File: config.mk
export PLATFORM = sky130hd
export DESIGN_NAME = mem_inst_loader_flat
export DESIGN_NICKNAME = d
export VERILOG_FILES = /design/src/rtl/mem_inst_loader_pkg.sv /design/src/rtl/mem_inst_loader_if.sv /design/src/rtl/mem_inst_loader_byte_assembler.sv /design/src/rtl/mem_inst_loader.sv /design/src/flat_wrapper.sv
export SDC_FILE = /design/constraint.sdc
export NUM_CORES = 1
export LEC_CHECK = 0
export ABC_AREA = 1
export BUFFER_PORTS_ARGS = -buffer_cell sky130_fd_sc_hd__buf_2
export CORE_ASPECT_RATIO = 0.75
export CORE_MARGIN = 1
export CORE_UTILIZATION = 45
export DETAILED_ROUTE_END_ITERATION = 10
export HOLD_SLACK_MARGIN = 0.06
export PLACE_DENSITY = 0.77
export SYNTH_ARGS = -nofsm -noshare
export SYNTH_HDL_FRONTEND = slang
export SYNTH_HIERARCHICAL = 1
export SYNTH_SLANG_ARGS = --single-unit
export TNS_END_PERCENT = 30
File: constraint.sdc
create_clock -name clock_i -period 3.79 [get_ports clock_i]
set_input_delay 0.1895 -clock clock_i [delete_from_list [all_inputs] [get_ports clock_i]]
set_output_delay 0.1895 -clock clock_i [all_outputs]
set_load 0.02 [all_outputs]
File: src/rtl/mem_inst_loader_pkg.sv
// -----------------------------------------------------------------------------
// mem_inst_loader_pkg
//   Shared constants and types for the instruction-memory loader:
//   default widths, the HALT opcode that terminates a program image, the
//   loader FSM state encoding and a helper that derives bytes-per-word.
// -----------------------------------------------------------------------------
package mem_inst_loader_pkg;

  // Default word-address width of mem_inst (1024 instruction words).
  localparam int ADDRWIDTH   = 10;
  localparam int NB_DATA_DEF = 32;
  localparam int N_BITS_DEF  = 8;

  // End-of-program marker. It is stored in memory like any other word.
  localparam logic [31:0] HALT_OPCODE = 32'hFFFF_FFFF;

  // Loader FSM states.
  typedef enum logic [2:0] {
    IDLE  = 3'd0,
    RECV  = 3'd1,
    WRITE = 3'd2,
    DONE  = 3'd3,
    OVF   = 3'd4
  } state_e;

  // Number of UART bytes that make up one instruction word.
  function automatic int bytes_per_word(input int nb_data, input int n_bits);
    return nb_data / n_bits;
  endfunction

endpackage : mem_inst_loader_pkg

File: src/rtl/mem_inst_loader_if.sv
// -----------------------------------------------------------------------------
// mem_inst_loader_if
//   Bundles the loader's control, UART-receive and memory-side signals.
//   slave  : the loader itself (consumes load_start/rx/pc, drives memory side)
//   master : the surrounding environment (debug unit, fetch stage, memory)
//
//   load_start_i : 1-cycle pulse, begin a new program load
//   rx_done_i    : 1-cycle strobe, rx_data_i carries a valid byte
//   rx_data_i    : received UART byte
//   pc_i         : processor fetch address, routed to memory after handover
//   en_write_o   : mem_inst write strobe
//   en_read_o    : mem_inst read enable
//   mem_addr_o   : mem_inst address
//   inst_load_o  : mem_inst write data
//   loading_o    : load in progress
//   proc_enable_o: program loaded, processor may fetch
//   n_words_o    : words written by the last load, HALT included
//   overflow_o   : sticky, memory filled without a HALT word
// -----------------------------------------------------------------------------
interface mem_inst_loader_if
  import mem_inst_loader_pkg::*;
#(
  parameter int NB_DATA = NB_DATA_DEF,
  parameter int N_BITS  = N_BITS_DEF,
  parameter int NB_ADDR = ADDRWIDTH
);

  logic                 load_start_i;
  logic                 rx_done_i;
  logic [N_BITS-1:0]    rx_data_i;
  logic [NB_ADDR-1:0]   pc_i;
  logic                 en_write_o;
  logic                 en_read_o;
  logic [NB_ADDR-1:0]   mem_addr_o;
  logic [NB_DATA-1:0]   inst_load_o;
  logic                 loading_o;
  logic                 proc_enable_o;
  logic [NB_ADDR:0]     n_words_o;
  logic                 overflow_o;

  modport slave (
    input  load_start_i, rx_done_i, rx_data_i, pc_i,
    output en_write_o, en_read_o, mem_addr_o, inst_load_o,
           loading_o, proc_enable_o, n_words_o, overflow_o
  );

  modport master (
    output load_start_i, rx_done_i, rx_data_i, pc_i,
    input  en_write_o, en_read_o, mem_addr_o, inst_load_o,
           loading_o, proc_enable_o, n_words_o, overflow_o
  );

endinterface : mem_inst_loader_if

File: src/rtl/mem_inst_loader_byte_assembler.sv
// -----------------------------------------------------------------------------
// mem_inst_loader_byte_assembler
//   Shifts UART bytes MSB-first into an instruction word and flags the strobe
//   that completes it.
//
//   clock_i, reset_i : clock, asynchronous active-low reset
//   clear_i          : drop any partial word and restart at byte 0
//   enable_i         : bytes are accepted only while high
//   rx_done_i        : byte strobe
//   rx_data_i        : byte value
//   word_o           : word including the byte currently on rx_data_i
//   word_valid_o     : combinational, high on the strobe carrying the last
//                      byte of a word (word_o is then the complete word)
// -----------------------------------------------------------------------------
module mem_inst_loader_byte_assembler
  import mem_inst_loader_pkg::*;
#(
  parameter int NB_DATA = NB_DATA_DEF,
  parameter int N_BITS  = N_BITS_DEF
) (
  input  logic               clock_i,
  input  logic               reset_i,
  input  logic               clear_i,
  input  logic               enable_i,
  input  logic               rx_done_i,
  input  logic [N_BITS-1:0]  rx_data_i,
  output logic [NB_DATA-1:0] word_o,
  output logic               word_valid_o
);

  localparam int NB_BYTES = bytes_per_word(NB_DATA, N_BITS);
  localparam int NB_CNT   = (NB_BYTES > 1) ? $clog2(NB_BYTES) : 1;
  localparam logic [NB_CNT-1:0] LAST_BYTE = NB_CNT'(NB_BYTES - 1);

  logic [NB_CNT-1:0]  cnt_q, cnt_d;
  logic [NB_DATA-1:0] word_q, word_d;
  logic [NB_DATA-1:0] word_shift;
  logic               take;

  // A clear on the same cycle as a strobe wins: the byte is dropped.
  assign take         = enable_i & rx_done_i & ~clear_i;
  assign word_shift   = {word_q[NB_DATA-N_BITS-1:0], rx_data_i};
  assign word_o       = word_shift;
  assign word_valid_o = take && (cnt_q == LAST_BYTE);

  always_comb begin
    // NOTE: every variable gets a default before any branch so no latch is inferred.
    cnt_d  = cnt_q;
    word_d = word_q;
    if (clear_i) begin
      cnt_d  = '0;
      word_d = '0;
    end else if (take) begin
      word_d = word_shift;
      cnt_d  = (cnt_q == LAST_BYTE) ? '0 : cnt_q + NB_CNT'(1);
    end
  end

  always_ff @(posedge clock_i or negedge reset_i) begin
    if (!reset_i) begin
      cnt_q  <= '0;
      word_q <= '0;
    end else begin
      cnt_q  <= cnt_d;
      word_q <= word_d;
    end
  end

endmodule : mem_inst_loader_byte_assembler

File: src/rtl/mem_inst_loader.sv
// -----------------------------------------------------------------------------
// mem_inst_loader
//   Loads a program into mem_inst from the debug-unit UART, one 32-bit word per
//   four bytes, at consecutive word addresses starting from 0. A HALT word ends
//   the load; the memory address port is then handed to the processor PC and
//   the processor is released. Filling the whole memory without a HALT word
//   parks the loader in an overflow state with the processor held.
//
//   clock_i : system clock
//   reset_i : asynchronous active-low reset
//   bus     : mem_inst_loader_if.slave (control, UART bytes, memory port)
// -----------------------------------------------------------------------------
module mem_inst_loader
  import mem_inst_loader_pkg::*;
#(
  parameter int                 NB_DATA   = NB_DATA_DEF,
  parameter int                 N_BITS    = N_BITS_DEF,
  parameter int                 NB_ADDR   = ADDRWIDTH,
  parameter logic [NB_DATA-1:0] HALT_WORD = NB_DATA'(HALT_OPCODE)
) (
  input  logic             clock_i,
  input  logic             reset_i,
  mem_inst_loader_if.slave bus
);

  state_e             state_q;
  logic [NB_ADDR-1:0] addr_q;
  logic [NB_ADDR:0]   n_words_q;
  logic [NB_DATA-1:0] inst_q;
  logic               en_write_q;
  logic               en_read_q;
  logic               loading_q;
  logic               proc_en_q;
  logic               ovf_q;

  logic [NB_DATA-1:0] asm_word;
  logic               asm_valid;
  logic               asm_enable;

  // Bytes are taken in WRITE too, so a byte landing on the write cycle becomes
  // byte 0 of the next word instead of being lost.
  assign asm_enable = (state_q == RECV) || (state_q == WRITE);

  mem_inst_loader_byte_assembler #(
    .NB_DATA (NB_DATA),
    .N_BITS  (N_BITS)
  ) u_byte_assembler (
    .clock_i      (clock_i),
    .reset_i      (reset_i),
    .clear_i      (bus.load_start_i),
    .enable_i     (asm_enable),
    .rx_done_i    (bus.rx_done_i),
    .rx_data_i    (bus.rx_data_i),
    .word_o       (asm_word),
    .word_valid_o (asm_valid)
  );

  // Loader FSM with registered outputs. Every output except mem_addr_o is a
  // flop updated on the transition into the state it belongs to, so the
  // write strobe lands exactly one cycle after the completing byte strobe.
  always_ff @(posedge clock_i or negedge reset_i) begin
    if (!reset_i) begin
      state_q    <= IDLE;
      addr_q     <= '0;
      n_words_q  <= '0;
      inst_q     <= '0;
      en_write_q <= 1'b0;
      en_read_q  <= 1'b0;
      loading_q  <= 1'b0;
      proc_en_q  <= 1'b0;
      ovf_q      <= 1'b0;
    end else begin
      // NOTE: state lives in flops, so only non-blocking assignments here;
      // later assignments in this block override this default.
      en_write_q <= 1'b0;

      if (bus.load_start_i) begin
        // A start in any state begins a clean load. In WRITE the current
        // strobe has already been issued, so the write still completes.
        state_q   <= RECV;
        addr_q    <= '0;
        n_words_q <= '0;
        ovf_q     <= 1'b0;
        loading_q <= 1'b1;
        proc_en_q <= 1'b0;
        en_read_q <= 1'b0;
      end else begin
        unique case (state_q)
          RECV: begin
            if (asm_valid) begin
              state_q    <= WRITE;
              en_write_q <= 1'b1;
              inst_q     <= asm_word;
              n_words_q  <= n_words_q + (NB_ADDR+1)'(1);
            end
          end

          WRITE: begin
            if (inst_q == HALT_WORD) begin
              state_q   <= DONE;
              loading_q <= 1'b0;
              proc_en_q <= 1'b1;
              en_read_q <= 1'b1;
            end else if (addr_q == {NB_ADDR{1'b1}}) begin
              // Last address written and still no HALT: stop writing.
              state_q   <= OVF;
              loading_q <= 1'b0;
              ovf_q     <= 1'b1;
            end else begin
              addr_q  <= addr_q + NB_ADDR'(1);
              state_q <= RECV;
            end
          end

          default: begin
            // IDLE, DONE and OVF only leave on load_start_i.
          end
        endcase
      end
    end
  end

  // After handover the processor PC drives the memory address directly.
  assign bus.mem_addr_o    = (state_q == DONE) ? bus.pc_i : addr_q;
  assign bus.en_write_o    = en_write_q;
  assign bus.en_read_o     = en_read_q;
  assign bus.inst_load_o   = inst_q;
  assign bus.loading_o     = loading_q;
  assign bus.proc_enable_o = proc_en_q;
  assign bus.n_words_o     = n_words_q;
  assign bus.overflow_o    = ovf_q;

endmodule : mem_inst_loader

File: src/flat_wrapper.sv
// flat-port wrapper written by rule: the top's interface ports become plain ports
module mem_inst_loader_flat import mem_inst_loader_pkg::*;
#(
  parameter int                 NB_DATA   = NB_DATA_DEF,
  parameter int                 N_BITS    = N_BITS_DEF,
  parameter int                 NB_ADDR   = ADDRWIDTH,
  parameter logic [NB_DATA-1:0] HALT_WORD = NB_DATA'(HALT_OPCODE)
)
  (clock_i, reset_i, bus_load_start_i, bus_rx_done_i, bus_rx_data_i, bus_pc_i, bus_en_write_o, bus_en_read_o, bus_mem_addr_o, bus_inst_load_o, bus_loading_o, bus_proc_enable_o, bus_n_words_o, bus_overflow_o);
  mem_inst_loader_if #(.NB_DATA(NB_DATA), .N_BITS(N_BITS), .NB_ADDR(NB_ADDR)) bus_i ();
  input  logic clock_i;
  input  logic reset_i;
  input wire logic [$bits(bus_i.load_start_i)-1:0] bus_load_start_i;
  input wire logic [$bits(bus_i.rx_done_i)-1:0] bus_rx_done_i;
  input wire logic [$bits(bus_i.rx_data_i)-1:0] bus_rx_data_i;
  input wire logic [$bits(bus_i.pc_i)-1:0] bus_pc_i;
  output wire logic [$bits(bus_i.en_write_o)-1:0] bus_en_write_o;
  output wire logic [$bits(bus_i.en_read_o)-1:0] bus_en_read_o;
  output wire logic [$bits(bus_i.mem_addr_o)-1:0] bus_mem_addr_o;
  output wire logic [$bits(bus_i.inst_load_o)-1:0] bus_inst_load_o;
  output wire logic [$bits(bus_i.loading_o)-1:0] bus_loading_o;
  output wire logic [$bits(bus_i.proc_enable_o)-1:0] bus_proc_enable_o;
  output wire logic [$bits(bus_i.n_words_o)-1:0] bus_n_words_o;
  output wire logic [$bits(bus_i.overflow_o)-1:0] bus_overflow_o;
  assign bus_i.load_start_i = bus_load_start_i;
  assign bus_i.rx_done_i = bus_rx_done_i;
  assign bus_i.rx_data_i = bus_rx_data_i;
  assign bus_i.pc_i = bus_pc_i;
  assign bus_en_write_o = bus_i.en_write_o;
  assign bus_en_read_o = bus_i.en_read_o;
  assign bus_mem_addr_o = bus_i.mem_addr_o;
  assign bus_inst_load_o = bus_i.inst_load_o;
  assign bus_loading_o = bus_i.loading_o;
  assign bus_proc_enable_o = bus_i.proc_enable_o;
  assign bus_n_words_o = bus_i.n_words_o;
  assign bus_overflow_o = bus_i.overflow_o;
  mem_inst_loader #(.NB_DATA(NB_DATA), .N_BITS(N_BITS), .NB_ADDR(NB_ADDR), .HALT_WORD(HALT_WORD)) u_core (.clock_i(clock_i), .reset_i(reset_i), .bus(bus_i));
endmodule
==> results of run 1 <==
## per-layer routing
layer	GRT usage, %	vias to the layer above	share of wire [%]
met4	5.13	0	0.63
li1	-	1859	-
met5	0	-	0
met2	34.2	117	47
met1	26.4	1811	46
met3	5.86	7	6.6
## synth_stat cells
cell type | instances | area (um^2)
a21oi_1 | 14 | 70.1
a22o_1 | 1 | 8.76
buf_12 | 2 | 40.0
buf_2 | 5 | 25.0
buf_4 | 13 | 97.6
buf_6 | 9 | 101
clkbuf_1 | 1 | 3.75
dfrtp_1 | 86 | 2150
ha_1 | 3 | 37.5
inv_1 | 45 | 169
inv_2 | 2 | 7.51
inv_8 | 1 | 11.3
mux2_2 | 4 | 45.0
nand2_1 | 176 | 661
nand2_2 | 43 | 269
nand2_4 | 1 | 11.3
nand2_8 | 1 | 20.0
nand3_1 | 48 | 240
nand3_2 | 2 | 20.0
nand4_1 | 6 | 37.5
nand4_4 | 1 | 21.3
nor2_1 | 67 | 251
nor2_4 | 3 | 33.8
nor3_1 | 4 | 20.0
nor3_4 | 1 | 16.3
nor3b_1 | 1 | 7.51
o21a_1 | 1 | 7.51
o21ai_0 | 12 | 60.1
o31ai_1 | 1 | 7.51
xnor2_1 | 2 | 17.5
xor2_1 | 4 | 35.0
## area by class of cell
| cell class | instances | area [um^2] | area share (%) |
|---|---|---|---|
| Sequential cell | 86 | 2150 | 41.9 |
| Multi-Input combinational cell | 396 | 1900 | 36.9 |
| Timing Repair Buffer | 81 | 413 | 8.03 |
| Clock buffer | 10 | 239 | 4.65 |
| Inverter | 48 | 188 | 3.65 |
| Tap cell | 132 | 165 | 3.21 |
| Clock inverter | 6 | 85.1 | 1.66 |
## cells by family after synthesis
group	synth area share [%]
buffers and inverters	10.1
xor gates and xnor gates	1.17
and+or+nand+nor	35.7
muxes	1.00
AOI/OAI and AO/OA	3.42
adders and majority gates	0.833
DFF	47.8
## state kept, by name (all words and copies together) (netlist names)
name                            count
u_core/bus.en_write_o               1
u_core/bus.proc_enable_o            1
u_core/bus.loading_o                1
u_core/bus.overflow_o               1
u_core/bus.inst_load_o             32
u_core/u_byte_assembler/cnt_q       2
u_core/u_byte_assembler/word_q     24
u_core/bus.n_words_o               11
u_core/state_q                      3
u_core/addr_q                      10
## placed cells by master (no fill, tap or decap)
master	Yosys	layout
nor2_4	3	3
o31ai_1	1	1
nor3_1	4	4
xor2_1	4	4
xnor2_1	2	2
nand3_1	48	48
a21oi_1	14	14
mux2_2	4	4
nor3b_1	1	1
bufinv_16	0	2
dfrtp_1	86	86
nand3_2	2	2
ha_1	3	3
inv_8	1	1
nand4_4	1	1
nand2_1	176	176
o21a_1	1	1
a22o_1	1	1
inv_2	2	2
clkbuf_16	0	9
clkinv_2	0	2
nand2_2	43	43
nand2_4	1	1
buf_2	5	78
clkbuf_8	0	1
nor2_1	67	67
clkinvlp_4	0	2
nand2_8	1	1
nor3_4	1	1
inv_1	45	45
buf_4	13	3
nand4_1	6	6
o21ai_0	12	12
## power by group through the flow
stage                     registers, mW  clock network, mW  logic [mW]
after global routing               1.01               1.01       0.239
after global placement             1.02                  0       0.209
after CTS                          1.00              0.968       0.215
after detailed placement           1.02                  0       0.214
after floorplan                    1.05                  0       0.121
final                              1.00              0.947       0.213
## metrics by stage
step | power, mW | util [%] | instance area, um^2 | worst slack [ns]
after global routing | 2.25 | 53.0 | 5140 | 0.355
after floorplan | 1.17 | - | 4510 | 1.54
final | 2.16 | 53.0 | 5140 | 0.623
after global placement | 1.23 | 49.7 | 4820 | 0.778
after detailed placement | 1.23 | 49.7 | 4820 | 0.665
after CTS | 2.19 | 53.0 | 5140 | 0.651
## critical path, delay by kind of cell (launching register included)
kind,cells,cell delay (ns)
compound gates,1,0.33
buf+inv,2,0.69
flops,1,0.47
simple gates,6,1.56
## final timing paths
path                                               to  cells after the start
setup / recovery              u_core/bus.n_words_o[0]                      9
hold / removal                u_core/bus.n_words_o[2]                      1
setup reg to reg              u_core/bus.n_words_o[0]                      9
hold reg to reg            u_core/bus.inst_load_o[26]                      2
max in group asynchronous  u_core/bus.inst_load_o[28]                      1
min in group clock_i        u_core/bus.inst_load_o[5]                      3
==> results.md, run 1 <==
- CTS tree: yes
- Leak pwr: about 2.7 nW
- Dpl cells: about 740
- Residual DRC: 0
- Combinational power share: 9.8%
- Synth cell types: 31
- P_sw: between 0.5 and 0.6 mW
- Synth Area per Inst: between 8 and 9 um^2
- Final setup vio count: 0
- Clock power frac: 43.7%
- H-Tree Depth: 3
- Power Dens Cells: ~420 mW/mm^2
- R2r setup slk: around 0.62 ns
- Num CTS Buffers: 9
- Drt pass-1 iters: 4
- FF-to-FF Start: u_core/state_q[0]
- Via count: around 3,800
- Startpoint Class: register
- Input/output buffers: between 70 and 80
- Ports: 80
- Tmin final: around 3.2 ns
- Routed WL: 9900 um
- GR Util All Layers: between 20% and 30%
- Hold Path Class: input pin to asynchronous set/reset pin
- Via-per-instance ratio: roughly 5.0
- Crit share post-route: roughly 84%
- Largest net degree at the start of global routing: 87
- Initial antenna violation count: 0
- Worst-Margin Slew: between 1 and 1.5 ns
- Outcome: finished, final reports clean
- Fmax achieved: about 0.32 GHz
- Mapped Area: roughly 0.0045 mm^2
- Final ANT Viol Nets: 0
- CP max-delay cell: inv_1
- Fin nets: roughly 650
- Setup_tns: 0 ns
- Sequential power share: a little under half
- FP Rows: 31
- CP most frequent cell: inv_1
- CTS Hold Bufs: 0
- Post-CTS resize count: 0
- Final cell count without fillers: between 700 and 800
- Slew Limit Fails: 0
- Kind of critical path: register to register
- Total global routing overflow: 0
- Critical Path Source: u_core/state_q[0]
- Setup crit end kind: register
- Unrepaired setup endpoints after global routing: no
- Gpl congestion: between 0.9 and 1
- Root buffer cell: clkbuf_16
- Post-DR wirelength/cell: between 10 and 15 um
- Switching share of power: about 25%
- Max stage delay on crit path: around 0.55 ns
- Vias in the first global route: 3,577
- Die area: between 0.01 and 0.015 mm^2
- Max_slew headroom: between 20 and 30%
- Initial Utilization: between 40% and 50%
- Post-Synthesis Cells: between 500 and 600
- Yosys warnings: 6
- Fin Hold WS: ~0.044 ns
- Power Internal: around 1.6 mW
- Final Hold Viols: 0
- First-pass GRT wire length: roughly 17,000 um
- Clock slew at reported path FFs: 0.06 ns
- Syn nets: slightly below 600
- VDD IR max: 0.232 mV
- Layout overhead on the synthesized area: 14.1%
- Sequential cell area fraction in the yosys report: a little under half
- Vert. Die Dim: about 89 um
- WP data required: 4.03 ns
- Placeable Area: between 0.009 and 0.01 mm^2
- Crit Path Max Fanout: 33
- DRT iter0 DRCs: a little over 400
- Clk sinks: 86
- CTS Buffer Depth: 2
- Die width: about 120 um
- Post-CTS Setup Repair Bufs: 0
- Skew-Pair Late Insertion Delay: 0.34 ns
- Max Cap Viol: 0
- ANT cells: 0
- #FFs+latches synth: 86
- Worst Clk Skew: ~0.0064 ns
- Filler Cell Count: 925
- Final HPWL DP: roughly 6500 um
- Layout cells sized above 1: approximately a quarter
- Arrival @ worst endpoint: ~3.4 ns
- Critical path, cell by cell: nor3_4 -> inv_1 -> nand2_1 -> nand2_4 -> nor3_1 -> nand4_4 -> nor2_4 -> inv_1 -> o21ai_0
Power figures use the tool's default switching activity.
==> inputs of run 2 (changes only) <==
--- a/config.mk
+++ b/config.mk
@@ -12,7 +12,7 @@
 export CORE_UTILIZATION = 45
 export DETAILED_ROUTE_END_ITERATION = 10
 export HOLD_SLACK_MARGIN = 0.06
-export PLACE_DENSITY = 0.77
+export PLACE_DENSITY = 0.8
 export SYNTH_ARGS = -nofsm -noshare
 export SYNTH_HDL_FRONTEND = slang
 export SYNTH_HIERARCHICAL = 1
==> constraint.sdc (replaced) <==
create_clock -name clock_i -period 2.9 [get_ports clock_i]
set_input_delay 0.145 -clock clock_i [delete_from_list [all_inputs] [get_ports clock_i]]
set_output_delay 0.145 -clock clock_i [all_outputs]
set_load 0.02 [all_outputs]
==> run 2 against run 1 <==
  * Via count grew 1.4%
  * Sequential power grew 31%
  * Die area is the same
  * Routed wire length grew 4.4%
  * Combinational power grew 38%
  * Core utilization grew 0.48 points
  * Non-clock buffer count grew 10
  * Global-route usage grew 0.80 points
  * Worst hold slack gained 0.11 ns
  * Worst setup slack lost 0.35 ns
==> results.md, run 2 (synthesis gave the netlist of run 1 again) <==
- Layout overhead on the synthesized area: 15.1%
- Power Dens Cells: around 510 mW/mm^2
- CTS Hold Bufs: 8
- H-Tree Depth: 3
- Dpl cells: 744
- WP buf/inv: 2
- Worst Hold Path EP: u_core/bus.overflow_o
- Outcome: finished, final reports clean
- Final Hold Viols: 0
- VDD IR max: 0.282 mV
- Final HPWL DP: 6930 um
- Vert. Die Dim: between 80 and 90 um
- Post-CTS Setup Repair Bufs: 0
- Max_slew headroom: a little under 30%
- Arrival @ worst endpoint: about 2.9 ns
- Crit share post-route: 90.8%
- Input/output buffers: 79
- Clock slew at reported path FFs: around 0.060 ns
- R2r setup slk: approximately 0.27 ns
- Hold Path Cell Cnt: 2
- Critical path, cell by cell: nor3_4 -> inv_1 -> nand2_1 -> nand2_4 -> nor3_1 -> nand4_4 -> nor2_4 -> inv_1 -> o21ai_0
- Die area: between 0.01 and 0.015 mm^2
- Ports: 80
- Multi-input gate area: between 0.0015 and 0.002 mm^2
- WP data required: 3.13 ns
- Vias in the first global route: 3,762
- Worst Clk Skew: about 0.0098 ns
- Gpl congestion: roughly 0.8
- ANT cells: 0
- Worst-Margin Slew: 1.07 ns
- Final cell count without fillers: just under 800
- First-pass GRT wire length: 17,600 um
- Drt pass-1 iters: 4
- Largest register FFs: 32
- Largest net degree at the start of global routing: 87
- Register area: 0.00215 mm^2
- Total global routing overflow: 0
- Commonest non-fill, non-tap cell in the layout: nand2_1
- FP Rows: 31
- Via count: 3,846
- Fin nets: ~660
- Initial antenna violation count: 0
- Unrepaired setup endpoints after global routing: no
- Hold Path Origin: bus_load_start_i
- CP most frequent cell: inv_1
- CTS Buffer Depth: 2
- Root buffer cell: clkbuf_16
- Via-per-instance ratio: around 5.0
- CP delay by family, top: simple AND/OR/NAND/NOR gates
- Tmin final: approximately 2.6 ns
- FF-to-FF Start: u_core/state_q[0]
- CP max-delay cell: dfrtp_1
- Post-CTS resize count: 0
- Fmax achieved: roughly 0.38 GHz
- Kind of critical path: register to register
- Final ANT Viol Nets: 0
- Crit Path Max Fanout: 33
- Clk sinks: between 80 and 90
- Hold Path Class: input pin to register
- Critical Path Source: u_core/state_q[0]
- Routed WL: 10,300 um
- Post-DR wirelength/cell: between 10 and 15 um
- Max stage delay on crit path: ~0.48 ns
- Slew Limit Fails: 0
- Final setup vio count: 0
- Reg-to-Reg End: u_core/bus.n_words_o[0]
- Startpoint Class: register
- Most frequent cells in the layout: nand2_1, dfrtp_1, buf_2
- Residual DRC: 0
- Initial Utilization: 46.5%
- DRT iter0 DRCs: 365
- Layout cells sized above 1: between 20 and 25%
- Num CTS Buffers: 9
- CTS tree: yes
- Setup crit end kind: register
- Filler Cell Count: roughly 900
- Skew-Pair Late Insertion Delay: 0.33 ns
- Fin Hold WS: between 0.15 and 0.2 ns
- Leak pwr: roughly 2.7 nW
- R2r worst-path depth: 9
- Max Cap Viol: 0
- GR Util All Layers: a little over a fifth
- Die width: 118 um
- Placeable Area: roughly 0.0097 mm^2
- Setup_tns: 0 ns
[run 2: worst register-to-register path: cells and delay by family (launching register included)]
family	cells	cell delay, ns
compound gates	1	0.35
flops	1	0.48
simple gates	6	1.12
buf+inv	2	0.58
[run 2: cell type report]
type	count	area share [%]
flip-flops and latches	86	41.5
well taps	132	3.18
clock buffers	9	4.34
multi-input cells	396	36.6
repair buffers	91	9.84
clock inverters	7	0.917
inverters	48	3.62
[run 2: per-stage QoR]
step	utilization, %	power (mW)	setup slack, ns	instance area [um^2]
finish	53.5	2.66	0.268	5190
global route	53.5	2.77	0.0221	5190
CTS	53.4	2.69	0.214	5180
detailed placement	49.7	1.62	0.230	4820
global placement	49.7	1.61	0.486	4820
floorplan	-	1.52	0.654	4510
[run 2: worst max path at each step]
stage | endpoint | slack (ns) | cells after the start
finish | u_core/bus.n_words_o[0] | 0.27 | 9
floorplan | u_core/bus.inst_load_o[0] | 0.65 | 12
global route | u_core/bus.n_words_o[0] | 0.02 | 9
global placement | u_core/bus.n_words_o[0] | 0.49 | 9
CTS | u_core/bus.n_words_o[0] | 0.21 | 9
detailed placement | u_core/bus.n_words_o[0] | 0.23 | 9
[run 2: routing by layer]
layer | wire [um] | global-route usage (%) | vias up
li1 | - | - | 1882
met1 | 4610 | 27.0 | 1817
met2 | 4970 | 36.7 | 141
met3 | 696 | 5.03 | 6
met4 | 63 | 5.83 | 0
met5 | 0 | 0 | -
[run 2: where the power goes]
| group | internal, mW | total (mW) | switching, mW |
|---|---|---|---|
| sequential | 1.26 | 1.31 | 0.0498 |
| clock | 0.581 | 1.05 | 0.472 |
| combinational | 0.0952 | 0.295 | 0.200 |
==> inputs of run 3 (changes only) <==
--- a/config.mk
+++ b/config.mk
@@ -10,7 +10,9 @@
 export CORE_ASPECT_RATIO = 0.75
 export CORE_MARGIN = 1
 export CORE_UTILIZATION = 45
+export CTS_BUF_LIST = sky130_fd_sc_hd__clkbuf_8
 export DETAILED_ROUTE_END_ITERATION = 10
+export GPL_TIMING_DRIVEN = 0
 export HOLD_SLACK_MARGIN = 0.06
 export PLACE_DENSITY = 0.8
 export SYNTH_ARGS = -nofsm -noshare
==> run 3 against run 2 <==
  * Clock power is 13% lower
  * First-iteration DRC count is 17% lower
  * Routed wire length is 1.6% higher
  * Fmax is 2.4% higher
  * Clock skew is 0.0015 ns higher
  * Non-clock buffer count is 21 higher
  * Die area stayed put
  * Sequential cell count stayed put
  * Via count is 1.7% higher
  * Critical endpoint is now u_core/bus.inst_load_o[9]
  * Largest power group unchanged
==> results.md, run 3 (synthesis gave the netlist of run 1 again) <==
- Slew Limit Fails: 0
- Outcome: finished, final reports clean
- Root buffer cell: clkbuf_8
- Final Core Density: a little over half
- Hold Path Origin: bus_rx_data_i[5]
- GR Util All Layers: ~22%
- First-pass GRT wire length: 18,000 um
- ANT cells: 0
- Kind of critical path: register to register
- Layout overhead on the synthesized area: 18.3%
- Residual DRC: 0
- Cell Area, Placed: 0.00510 mm^2
- H-Tree Depth: 3
- Worst Hold Path EP: u_core/bus.inst_load_o[5]
- Arrival @ worst endpoint: approximately 2.8 ns
- Filler Cell Count: roughly 900
- Initial antenna violation count: 0
- Ports: 80
- Initial Utilization: 46.5%
- Tmin final: about 2.6 ns
- Max Cap Viol: 0
- Post-route design area: 0.00533 mm^2
- Skew-Pair Late Insertion Delay: around 0.36 ns
- Input/output buffers: just under 80
- Vias in the first global route: around 3,800
- Final ANT Viol Nets: 0
- Post-DR wirelength/cell: 13.3 um
- R2r setup slk: between 0.3 and 0.4 ns
- Post-CTS Setup Repair Bufs: 0
- Dpl ws: 0.216 ns
- Most frequent cells in the layout: nand2_1, dfrtp_1, buf_2
- FF-to-FF Start: u_core/state_q[0]
- Largest register FFs: 32
- Setup WS post-layout: roughly 0.33 ns
- Via count: ~4,000
- Power Dens Cells: 477 mW/mm^2
- Via-per-instance ratio: slightly below 5
- Final cell count without fillers: ~790
- Dpl cells: between 700 and 800
- Total Power: 2.54 mW
- Placeable Area: 0.00970 mm^2
- Clk sinks: 86
- Largest net degree at the start of global routing: 73
- Final setup vio count: 0
- Setup crit end kind: register
- Clock slew at reported path FFs: ~0.090 ns
- Max_slew headroom: around two thirds
- CTS Buffer Depth: 2
- Final HPWL DP: about 7700 um
- Final Hold Viols: 0
- Fmax achieved: between 0.3 and 0.4 GHz
- Num CTS Buffers: 9
- Crit share post-route: 88.7%
- Routed WL: around 11,000 um
- Hold Path Class: input pin to register
- R2r worst-path depth: 12
- VDD IR max: 0.236 mV
- Total global routing overflow: 0
- Startpoint Class: register
- Die area: ~0.010 mm^2
- WP data required: between 3 and 4 ns
- Fin Hold WS: 0.0765 ns
- CTS tree: yes
- Commonest non-fill, non-tap cell in the layout: nand2_1
- Worst-Margin Slew: a little over 0.5 ns
- FP Rows: 31
- Worst Clk Skew: around 0.011 ns
- Leak pwr: around 2.8 nW
- Reg-to-Reg End: u_core/bus.inst_load_o[9]
- Gpl congestion: a little over 0.8
- Crit Path Max Fanout: 10
- Fin nets: a little under 700
- Hold Path Cell Cnt: 4
- Die width: 118 um
- Unrepaired setup endpoints after global routing: no
- DRT iter0 DRCs: between 300 and 400
- Layout cells sized above 1: roughly 28%
- Setup_tns: 0 ns
- Drt pass-1 iters: 5
- Vert. Die Dim: just under 90 um
run 3: cell count changes in the layout (fill, tap and decap cells not counted), sizes merged:
| cell | delta |
|---|---|
| buf | +27 |
| dlygate4sd3 | -7 |
| bufinv | +2 |
| clkbuf | +2 |
| clkinv | -2 |
| inv | -2 |
| clkinvlp | -1 |
run 3: where the power goes:
group / total [mW] / internal [mW] / switching (mW)
logic: 0.318 / 0.115 / 0.204
registers: 1.31 / 1.26 / 0.0518
clock network: 0.910 / 0.497 / 0.413
run 3: layout make-up:
class | count | area, um^2 | area share, %
Tap cell | 132 | 165 | 3.10
Clock buffer | 10 | 138 | 2.58
Inverter | 48 | 188 | 3.52
Timing Repair Buffer | 82 | 445 | 8.35
Sequential cell | 86 | 2150 | 40.4
Multi-Input combinational cell | 396 | 1900 | 35.7
Clock inverter | 4 | 72.6 | 1.36
Buffer | 30 | 268 | 5.02
run 3: critical path, cell delays in order (launching register included):
cell,delay [ns]
dfrtp_1,0.48
nor3_4,0.33
inv_1,0.14
nand2_1,0.13
nand2_4,0.14
buf_2,0.22
nor3_2,0.23
nand4_4,0.20
nor2_4,0.13
inv_1,0.14
buf_6,0.18
nand2_1,0.06
nand2_1,0.05
run 3: how the worst max path moves through the flow:
stage / start / endpoint / slack, ns / cells after the start
after floorplan: u_core/state_q[0] / u_core/bus.inst_load_o[0] / 0.65 / 12
after global placement: u_core/state_q[0] / u_core/bus.inst_load_o[16] / 0.24 / 12
after detailed placement: u_core/state_q[0] / u_core/bus.inst_load_o[9] / 0.22 / 12
after CTS: u_core/state_q[0] / u_core/bus.inst_load_o[9] / 0.19 / 12
after global routing: u_core/state_q[1] / u_core/bus.inst_load_o[9] / 0.18 / 13
final: u_core/state_q[0] / u_core/bus.inst_load_o[9] / 0.33 / 12
run 3: repair_timing:
| item | 4_1_cts | 5_1_grt |
|---|---|---|
| endpoints found under the setup margin | 0 | 1 |
| endpoints found under the hold margin | 87 | 0 |
| hold buffers | 2 | 0 |
| gates resized for setup | 0 | 1 |
run 3: per-layer routing:
layer,vias up,global-route usage (%),share of wire (%)
li1,1914,-,-
met1,1870,27.8,45
met2,109,38.0,48
met3,20,5.28,5.5
met4,0,8.16,1.7
met5,-,0,0
